<file path="src/rtl/sram_controller_if.sv">
// MEM-stage data-memory request bus: the pipeline is the master, the SRAM controller the slave.
interface sram_controller_if;
  logic        wr_en;
  logic        rd_en;
  logic [31:0] address;
  logic [31:0] write_data;
  logic [31:0] read_data;
  logic        ready;

  modport master (output wr_en, rd_en, address, write_data, input read_data, ready);
  modport slave  (input wr_en, rd_en, address, write_data, output read_data, ready);
endinterface

</file>
<file path="src/rtl/sram_controller.sv">
// Serves 32-bit MEM-stage loads/stores as lo/hi 16-bit accesses on an external SRAM.
// Optional SRAM_FAST_READ_EN: one-entry last-write buffer that answers matching reads without SRAM cycles.
module sram_controller #(
  parameter int ADDR_BASE   = 1024,
  parameter int WAIT_CYCLES = 4
) (
  input  logic        clk,
  input  logic        rst,
  sram_controller_if.slave mem,
  output logic [17:0] sram_addr,
  output logic [15:0] sram_dq_out,
  input  logic [15:0] sram_dq_in,
  output logic        sram_dq_oe,
  output logic        sram_we_n
);

  typedef enum logic [2:0] {IDLE, WR_LO, WR_HI, RD_LO, RD_HI, DONE} state_t;
  typedef struct packed {
    logic        wr;
    logic [16:0] widx;
    logic [31:0] wdata;
  } req_t;

  state_t      state, state_nxt;
  req_t        req_in, req_q, req_cur;
  logic [3:0]  cnt, cnt_nxt;
  logic        acc, hit, last, phase_lo, phase_hi, drive, wr_cyc;
  logic [17:0] addr_hold;
  logic [15:0] dq_hold, lo_buf;
  logic [31:0] rdata_q, hit_data;

  always_comb begin
    req_in.wr    = mem.wr_en;
    req_in.widx  = 17'((mem.address - 32'(ADDR_BASE)) >> 2);
    req_in.wdata = mem.write_data;
  end

  // The acceptance cycle doubles as the first cycle of the lo phase, so the SRAM
  // pins follow the live request there and the latched copy afterwards.
  assign acc      = rst & (mem.wr_en | mem.rd_en);
  assign req_cur  = (state == IDLE) ? req_in : req_q;
  assign last     = (cnt == 4'(WAIT_CYCLES - 1));
  assign phase_lo = (state == IDLE && acc && !hit) || state == WR_LO || state == RD_LO;
  assign phase_hi = (state == WR_HI) || (state == RD_HI);
  assign drive    = phase_lo | phase_hi;
  assign wr_cyc   = drive & req_cur.wr;

  assign sram_addr   = drive  ? {req_cur.widx, phase_hi} : addr_hold;
  assign sram_dq_out = wr_cyc ? (phase_hi ? req_cur.wdata[31:16] : req_cur.wdata[15:0]) : dq_hold;
  assign sram_we_n   = ~wr_cyc;
  assign sram_dq_oe  = wr_cyc;

  assign mem.ready     = (state == IDLE && !acc) || (state == DONE);
  assign mem.read_data = rdata_q;

`ifdef SRAM_FAST_READ_EN
  logic        fr_valid;
  logic [16:0] fr_idx;
  logic [31:0] fr_data;

  assign hit      = acc & ~mem.wr_en & fr_valid & (fr_idx == req_in.widx) & (state == IDLE);
  assign hit_data = fr_data;

  always_ff @(posedge clk or negedge rst) begin
    if (!rst) begin
      fr_valid <= 1'b0;
      fr_idx   <= '0;
      fr_data  <= '0;
    end else if (state == WR_HI && last) begin
      fr_valid <= 1'b1;
      fr_idx   <= req_q.widx;
      fr_data  <= req_q.wdata;
    end
  end
`else
  assign hit      = 1'b0;
  assign hit_data = '0;
`endif

  always_comb begin
    state_nxt = state;
    cnt_nxt   = drive ? (last ? 4'd0 : cnt + 4'd1) : 4'd0;
    case (state)
      IDLE:
        if (acc) begin
          if (hit)            state_nxt = DONE;
          else if (mem.wr_en) state_nxt = last ? WR_HI : WR_LO;
          else                state_nxt = last ? RD_HI : RD_LO;
        end
      WR_LO:   if (last) state_nxt = WR_HI;
      WR_HI:   if (last) state_nxt = DONE;
      RD_LO:   if (last) state_nxt = RD_HI;
      RD_HI:   if (last) state_nxt = DONE;
      DONE:    state_nxt = IDLE;
      default: state_nxt = IDLE;
    endcase
  end

  always_ff @(posedge clk or negedge rst) begin
    if (!rst) begin
      state     <= IDLE;
      cnt       <= '0;
      req_q     <= '0;
      addr_hold <= '0;
      dq_hold   <= '0;
      lo_buf    <= '0;
      rdata_q   <= '0;
    end else begin
      state     <= state_nxt;
      cnt       <= cnt_nxt;
      addr_hold <= sram_addr;
      dq_hold   <= sram_dq_out;
      if (state == IDLE && acc) req_q <= req_in;
      // lo half is staged so read_data only moves when the whole word is in
      if (phase_lo && last && !req_cur.wr) lo_buf <= sram_dq_in;
      if (phase_hi && last && !req_cur.wr) rdata_q <= {sram_dq_in, lo_buf};
      if (hit) rdata_q <= hit_data;
    end
  end

endmodule

</file>
<file path="src/flat_wrapper.sv">
// flat-port wrapper written by rule: the top's interface ports become plain ports
module sram_controller_flat 
#(
  parameter int ADDR_BASE   = 1024,
  parameter int WAIT_CYCLES = 4
)
  (clk, rst, sram_addr, sram_dq_out, sram_dq_in, sram_dq_oe, sram_we_n, mem_wr_en, mem_rd_en, mem_address, mem_write_data, mem_read_data, mem_ready);
  sram_controller_if mem_i ();
  input  logic clk;
  input  logic rst;
  output logic [17:0] sram_addr;
  output logic [15:0] sram_dq_out;
  input  logic [15:0] sram_dq_in;
  output logic sram_dq_oe;
  output logic sram_we_n;
  input wire logic [$bits(mem_i.wr_en)-1:0] mem_wr_en;
  input wire logic [$bits(mem_i.rd_en)-1:0] mem_rd_en;
  input wire logic [$bits(mem_i.address)-1:0] mem_address;
  input wire logic [$bits(mem_i.write_data)-1:0] mem_write_data;
  output wire logic [$bits(mem_i.read_data)-1:0] mem_read_data;
  output wire logic [$bits(mem_i.ready)-1:0] mem_ready;
  assign mem_i.wr_en = mem_wr_en;
  assign mem_i.rd_en = mem_rd_en;
  assign mem_i.address = mem_address;
  assign mem_i.write_data = mem_write_data;
  assign mem_read_data = mem_i.read_data;
  assign mem_ready = mem_i.ready;
  sram_controller #(.ADDR_BASE(ADDR_BASE), .WAIT_CYCLES(WAIT_CYCLES)) u_core (.clk(clk), .rst(rst), .mem(mem_i), .sram_addr(sram_addr), .sram_dq_out(sram_dq_out), .sram_dq_in(sram_dq_in), .sram_dq_oe(sram_dq_oe), .sram_we_n(sram_we_n));
endmodule
</file>
<file path="config.mk">
export PLATFORM = sky130hd
export DESIGN_NAME = sram_controller_flat
export DESIGN_NICKNAME = d
export VERILOG_FILES = /design/src/rtl/sram_controller_if.sv /design/src/rtl/sram_controller.sv /design/src/flat_wrapper.sv
export SDC_FILE = /design/constraint.sdc
export NUM_CORES = 1
export LEC_CHECK = 0
export ABC_AREA = 1
export ABC_CLOCK_PERIOD_IN_PS = 1600
export CELL_PAD_IN_SITES_DETAIL_PLACEMENT = 1
export CELL_PAD_IN_SITES_GLOBAL_PLACEMENT = 1
export CORE_MARGIN = 5
export CORE_UTILIZATION = 33
export DETAILED_ROUTE_END_ITERATION = 8
export MAX_ROUTING_LAYER = met4
export PLACE_DENSITY_LB_ADDON = 0.1
export SLEW_MARGIN = 5
export SYNTH_ARGS = -nofsm -noshare
export SYNTH_HDL_FRONTEND = slang
export SYNTH_SLANG_ARGS = --single-unit
</file>
<file path="constraint.sdc">
create_clock -name clk -period 1.6 [get_ports clk]
set_clock_uncertainty 0.05 [all_clocks]
set_input_delay 0.32 -clock clk [delete_from_list [all_inputs] [get_ports clk]]
set_output_delay 0.32 -clock clk [all_outputs]
set_load 0.01 [all_outputs]
</file>
==> results of run 1 <==
-- kinds of logic (layout without fill, tap and decap cells) --
kind of cell / Yosys count / after routing
AOI/OAI and AO/OA: 56 / 56
adders and majority gates: 3 / 3
DFF: 139 / 139
buffers and inverters: 99 / 342
and+or+nand+nor: 502 / 503
xor gates and xnor gates: 3 / 3
-- final timing paths --
kind	slack, ns	startpoint	end
max in group asynchronous	0.56	rst	u_core.state[1]$_DFFE_PN0P_
worst min register to register	0.42	u_core.mem.read_data[12]$_DFFE_PN0P_	u_core.mem.read_data[12]$_DFFE_PN0P_
worst max register to register	-0.38	u_core.state[0]$_DFFE_PN0P_	u_core.mem.read_data[18]$_DFFE_PN0P_
worst min-delay path	0.13	rst	u_core.addr_hold[7]$_DFF_PN0_
worst max-delay path	-0.92	u_core.state[2]$_DFFE_PN0P_	sram_addr[16]
min in group clk	0.38	mem_write_data[16]	u_core.req_q[16]$_DFFE_PN0P_
-- area by class of cell --
| cell class | instances | share of cell area |
|---|---|---|
| Clock buffer | 17 | 0.0439 |
| Clock inverter | 15 | 0.0194 |
| Inverter | 61 | 0.0239 |
| Multi-Input combinational cell | 565 | 0.272 |
| Sequential cell | 139 | 0.359 |
| Tap cell | 260 | 0.0336 |
| Timing Repair Buffer | 249 | 0.248 |
-- metal layers --
| layer | vias up | part of all wire | global-route usage |
|---|---|---|---|
| met2 | 149 | 0.52 | 0.349 |
| met3 | 42 | 0.039 | 0.0368 |
| li1 | 2954 | - | - |
| met1 | 2988 | 0.42 | 0.231 |
| met5 | - | 0 | - |
| met4 | 0 | 0.022 | 0.0609 |
-- timing repair --
action,CTS,global route
pin swaps,17,6
hold buffers,1,0
setup endpoints to repair,188,177
buffers inserted,25,15
cloned,1,6
hold endpoints to repair,19,0
resized for setup,232,46
-- state kept, by name, summed over array words and instances (netlist names) --
| register | count |
|---|---|
| u_core.dq_hold | 16 |
| u_core.cnt | 4 |
| u_core.req_q | 50 |
| u_core.mem.read_data | 32 |
| u_core.addr_hold | 18 |
| u_core.lo_buf | 16 |
| u_core.state | 3 |
-- worst max-delay path, delay by kind of cell, from the launching register on --
kind,cells,cell delay (ns)
buf+inv,4,0.47
simple gates,8,0.83
flops,1,0.42
-- per-stage QoR --
stage	cell area (sq um)	TNS, ns	util	std cells
floorplan	6410	-2.93	-	802
global placement	8490	-92.41	0.451	1229
detailed placement	8490	-98.56	0.451	1229
CTS	9360	-62.18	0.497	1287
global route	9690	-70.01	0.515	1306
finish	9690	-56.35	0.515	1306
-- synth_stat cells, types with 4 or more instances --
library cell / count
nand2_1: 380
dfrtp_1: 139
nand3_1: 77
inv_1: 59
o21ai_0: 47
buf_2: 26
nor2_1: 26
buf_4: 6
a31oi_1: 5
nand2_2: 4
nor2_2: 4
-- power by group --
part / internal [mW] / leakage (nW) / switching (mW)
clock: 2.48 / 0.291 / 1.65
sequential: 5.17 / 1.77 / 0.775
combinational: 5.68 / 3.09 / 6.66
total: 13.3 / 5.16 / 9.09
-- placed cells by master (no fill, tap or decap), types with 24 or more instances in the layout --
cell type	Yosys	final
buf_4	6	79
buf_6	3	26
clkdlybuf4s50_1	0	67
dfrtp_1	139	138
dlygate4sd2_1	0	33
inv_1	59	56
nand2_1	380	339
nand2_2	4	44
nand3_1	77	77
nor2_1	26	24
o21ai_0	47	34
==> results.md, run 1 <==
- Status: finished with violations
- Failing checks: setup timing
- Drt pass-1 iters: 4
- Drt drc: 0
- Dpl ws: -1.08 ns
- Synth async-reset ratio: 1.00
- Initial antenna violation count: 0
- Max Fclk: 397 MHz
- Final HPWL from detailed placement: 13700 um
- WL/cell: 16.8 um
- Die Y: 149 um
- Most used cell, CP: nand2_2
- Unrepaired setup endpoints after global routing: yes
- Final Slew Violations: 0
- Gr usage total: 0.198
- Synth top area cells: dfrtp_1, nand2_1, nand3_1
- Vias per std cell: 4.70
- # Max-Cap Violations: 0
- Final min period: 2.52 ns
- Die area: 22100 sq um
- Hold Vio Cnt, Final: 0
- PwrDens: 2310 nW/um^2
- First-pass GRT wire length: 34200 um
- Cell variety after synth: 28
- Lkg Pwr: 5.16 nW
- Share of cells above drive strength 1: 0.242
- H-tree Lvls: 4
- Crit-path max FO: 5
- CORE AREA: 18800 sq um
- Horiz. Die Dim: 149 um
- Crit-path slowest cell: dfrtp_1
- CP endpoint kind: primary output
- Mapped cell area: 6350 sq um
- I/O pin count: 153
- Worst-Skew Late Latency: 0.42 ns
- Final setup fails: 150
- Multi-input logic area: 2640 sq um
- Largest family of logic cells by synthesized area: simple AND/OR/NAND/NOR gates
- Period Utilization, post-route: 1.57
- Worst path cell trace: inv_2 > nand2_2 > nand2_2 > nand2_4 > nand2_2 > nor2_4 > buf_12 > buf_8 > nor2_2 > nand2_1 > nand2_2 > buf_6
- Worst hold path type: in2async
- Worst Setup Start Kind: flop
- Clock tree buffer depth: 2
- Vias in the first global route: 6849
- FF-to-FF path depth: 10
- Tightest Pin Transition: 0.943 ns
- Layout area overhead: 52.5%
- Clock sinks: 139
- Compound-gate portion of the synthesized area: 0.0478
- Share of the synthesized area in the top cell type: 0.547
- Pin count of the biggest net entering global routing: 68
- Yosys warnings: 0
- Total CTS buffers: 17
- Via Count: 6133
- Clock transition at path regs: 0.06 ns
- Worst EP required: 1.23 ns
- Critical path class: reg2out
- Sequential fraction of the synthesis area: 0.547
- Top FF cell, synth: dfrtp_1
- Max incr delay on CP: 0.42 ns
- ANT nets after route: 0
- Syn Inst Count: 802
- Fillers: 2237
- Grt ovf: 0
- Worst VDD drop: 1070 uV
- Antenna Cells: 0
- Mux contribution to synthesized area: 0
- Tightest slew margin relative to the limit: 0.371
- Data arrival time of the worst path: 2.15 ns
- Starting Density: 0.337
- Avg Inst Size Synth: 7.92 sq um
- Root Buffer: clkbuf_16
- Worst hold slack: 0.130 ns
- Largest area contributor in the netlist: dfrtp_1
- Port bufs: 137
- Syn_nets: 889
- Iteration-0 DRC Markers: 265
- TritonCTS clock tree: done
- Drt total wl: 22000 um
- Number of synthesized register bits: 139
- Post-synthesis simple-gate area fraction: 0.324
- Net count, final: 1120
- Register Area: 3480 sq um
- Setup WS post-layout: -0.920 ns
- Post-Synth Adder-Cell Area: 0.00591
- PnR Total Power: 22.4 mW
- Post-synthesis xor/xnor area fraction: 0.00413
- Final Wtd Congestion: 0.807
- Row count: 50
- Number of enable flip-flop cells after synthesis: 0
(Power assumes the default switching activity.)
==> inputs of run 2 (changes only) <==
- ABC_CLOCK_PERIOD_IN_PS: 1600 -> unset
- CORE_UTILIZATION: 33 -> 36
- clock period: 1.6 -> 2.8 ns (I/O delays scaled with it)
==> run 2 against run 1 <==
Against the previous run:
- the run still ends with setup timing left
- sequential cell count unchanged
- global-route usage up 1.5 points
- routed wire length down 2.3%
- die area down 7.8%
- via count up 0.34%
- register-to-register slack better by 0.53 ns
- final area down 0.87%
- hold slack better by 0.14 ns
- sequential share of layout area up 0.33 points
- utilization up 4.1 points
==> results.md, run 2 (synthesis results as in run 1) <==
- Int Pwr: 7.88 mW (-41%)
- Worst EP required: 2.19 ns (+0.96 ns)
- Clock sinks: 139 (unchanged)
- Antenna Cells: 0 (unchanged)
- H-tree Lvls: 4 (unchanged)
- Post-Layout Inst Area: 9610 sq um (-0.87%)
- Port bufs: 137 (unchanged)
- Grt ovf: 0 (unchanged)
- Die Y: 143 um (-4.0%)
- TritonCTS clock tree: done
- Row count: 48 (-4.0%)
- WL/cell: 16.9 um (+0.33%)
- PwrDens: 1390 nW/um^2 (-40%)
- Vias in the first global route: 6707 (-2.1%)
- Tightest Pin Transition: 1.03 ns (+0.0877 ns)
- Register Area: 3480 sq um (about the same)
- Fillers: 2064 (-7.7%)
- Setup WS post-layout: -0.0742 ns (+0.846 ns)
- Horiz. Die Dim: 143 um (-4.0%)
- CTS Hold Buffers Added: 0 (-1)
- Worst Setup Start Kind: flop
- Max Fclk: 348 MHz
- Final Wtd Congestion: 0.804 (-0.31%)
- Failing checks: setup timing
- Net count, final: 1121 (+0.089%)
- # Max-Cap Violations: 0 (unchanged)
- Final Slew Violations: 0 (unchanged)
- Worst hold path type: in2async
- Initial antenna violation count: 0 (unchanged)
- Setup TNS: -0.742 ns (+55.60 ns)
- Multi-input logic area: 2680 sq um (+1.8%)
- Hold Vio Cnt, Final: 0 (unchanged)
- CP endpoint kind: primary output
- CORE AREA: 17300 sq um (-8.1%)
- Lkg Pwr: 5.04 nW (-2.3%)
- Placed Area: 8120 sq um (-4.4%)
- Iteration-0 DRC Markers: 246 (-7.2%)
- First-pass GRT wire length: 33700 um (-1.2%)
- Die area: 20400 sq um (-7.8%)
- Flop pwr share: 0.255 (-0.010)
- Worst-Skew Late Latency: 0.43 ns (about the same)
- Crit-path max FO: 5 (unchanged)
- Vias per std cell: 4.84 (+3.0%)
- Final min period: 2.87 ns
- Period Utilization, post-route: 1.03
- Sw frac: 0.411 (+0.00556)
- Status: finished with violations
- Critical path class: reg2out
- Root Buffer: clkbuf_16
- Tightest slew margin relative to the limit: 0.313 (-0.0585)
- Layout area overhead: 51.2%
- Final setup fails: 14 (-91%)
- ANT nets after route: 0 (unchanged)
- Via Count: 6154 (+0.34%)
- Unrepaired setup endpoints after global routing: yes
- Drt drc: 0 (unchanged)
- Clock tree buffer depth: 2 (unchanged)
- Post-route core utilization: 0.555 (+0.0408)
- Logic pwr share: 0.585 (+0.035)
- I/O pin count: 153 (unchanged)
- Final HPWL from detailed placement: 13000 um (-4.9%)
- Worst VDD drop: 755 uV (-30%)
- Total CTS buffers: 17 (unchanged)
- Gr usage total: 0.214 (+0.0155)
- Most frequent cells in the layout: nand2_1, dfrtp_1, clkdlybuf4s50_1, buf_4, nand3_1
- Clock transition at path regs: 0.06 ns (about the same)
- Most common cell after layout, fill and taps aside: nand2_1
- Drt total wl: 21500 um (-2.3%)
- Switching pwr: 5.50 mW (-39%)
- Setup crit start: u_core.state[1]$_DFFE_PN0P_
- Data arrival time of the worst path: 2.26 ns (+0.11 ns)
- Max FFs per register: 50 (unchanged)
- Drt pass-1 iters: 4 (unchanged)
- Largest Register: u_core.req_q
- Clock power frac: 0.160 (-0.024)
- Pin count of the biggest net entering global routing: 80 (+18%)
- Starting Density: 0.367 (+0.0299)
- Share of cells above drive strength 1: 0.237 (-0.00501)
- Reg-to-reg startpoint: u_core.state[1]$_DFFE_PN0P_
## run 2: worst paths after layout
check,to,slack (ns),depth (start not counted)
setup / recovery,sram_dq_out[9],-0.07,13
hold / removal,u_core.addr_hold[2]$_DFF_PN0_,0.27,2
setup reg to reg,u_core.dq_hold[2]$_DFF_PN0_,0.15,18
hold reg to reg,u_core.mem.read_data[10]$_DFFE_PN0P_,0.42,2
max in group asynchronous,u_core.lo_buf[15]$_DFFE_PN0P_,0.86,3
min in group clk,u_core.mem.read_data[10]$_DFFE_PN0P_,0.42,2
## run 2: final cells by class
class	instances	share of cell area
sequential	139	0.362
multi-input combinational	566	0.279
timing repair buffer	249	0.246
clock buffer	17	0.0443
tap	225	0.0293
inverter	61	0.0257
clock inverter	15	0.0134
## run 2: what timing repair did
action,in CTS,in global routing
hold endpoints to repair,0,0
gates resized for setup,173,89
buffers inserted,56,17
cloned,3,0
pin swaps,15,24
endpoints found under the setup margin,37,34
## run 2: critical path, stage by stage, from the launching register on
cell	delay [ns]
dfrtp_2	0.45
nor2_4	0.15
nand2_4	0.09
buf_12	0.15
nor2_4	0.12
nor2_4	0.06
buf_6	0.11
nor2_4	0.13
buf_12	0.13
buf_12	0.11
buf_6	0.10
nand2_2	0.04
nand2_2	0.08
buf_6	0.11
## run 2: stage by stage
step           worst slack (ns)  hold slack (ns)  power (mW)  std cells
2_1_floorplan             0.675            0.214        6.34        802
3_3_place_gp             -0.321            0.398        8.76       1166
3_5_place_dp             -0.351            0.410        9.03       1166
4_1_cts                  -0.125            0.302        12.3       1256
5_1_grt                  -0.169            0.330        14.3       1272
6_report                -0.0742            0.269        13.4       1272
## run 2: per-layer routing
metal | share of wire | track usage
met2 | 0.52 | 0.376
met1 | 0.42 | 0.250
met3 | 0.038 | 0.0435
met4 | 0.021 | 0.0540
met5 | 0 | -
## run 2: power groups by stage
stage	combinational, mW	sequential [mW]	clock (mW)
2_1_floorplan	2.95	3.39	0
3_3_place_gp	5.40	3.36	0
3_5_place_dp	5.61	3.42	0
4_1_cts	6.69	3.40	2.19
5_1_grt	8.50	3.51	2.29
6_report	7.83	3.41	2.14
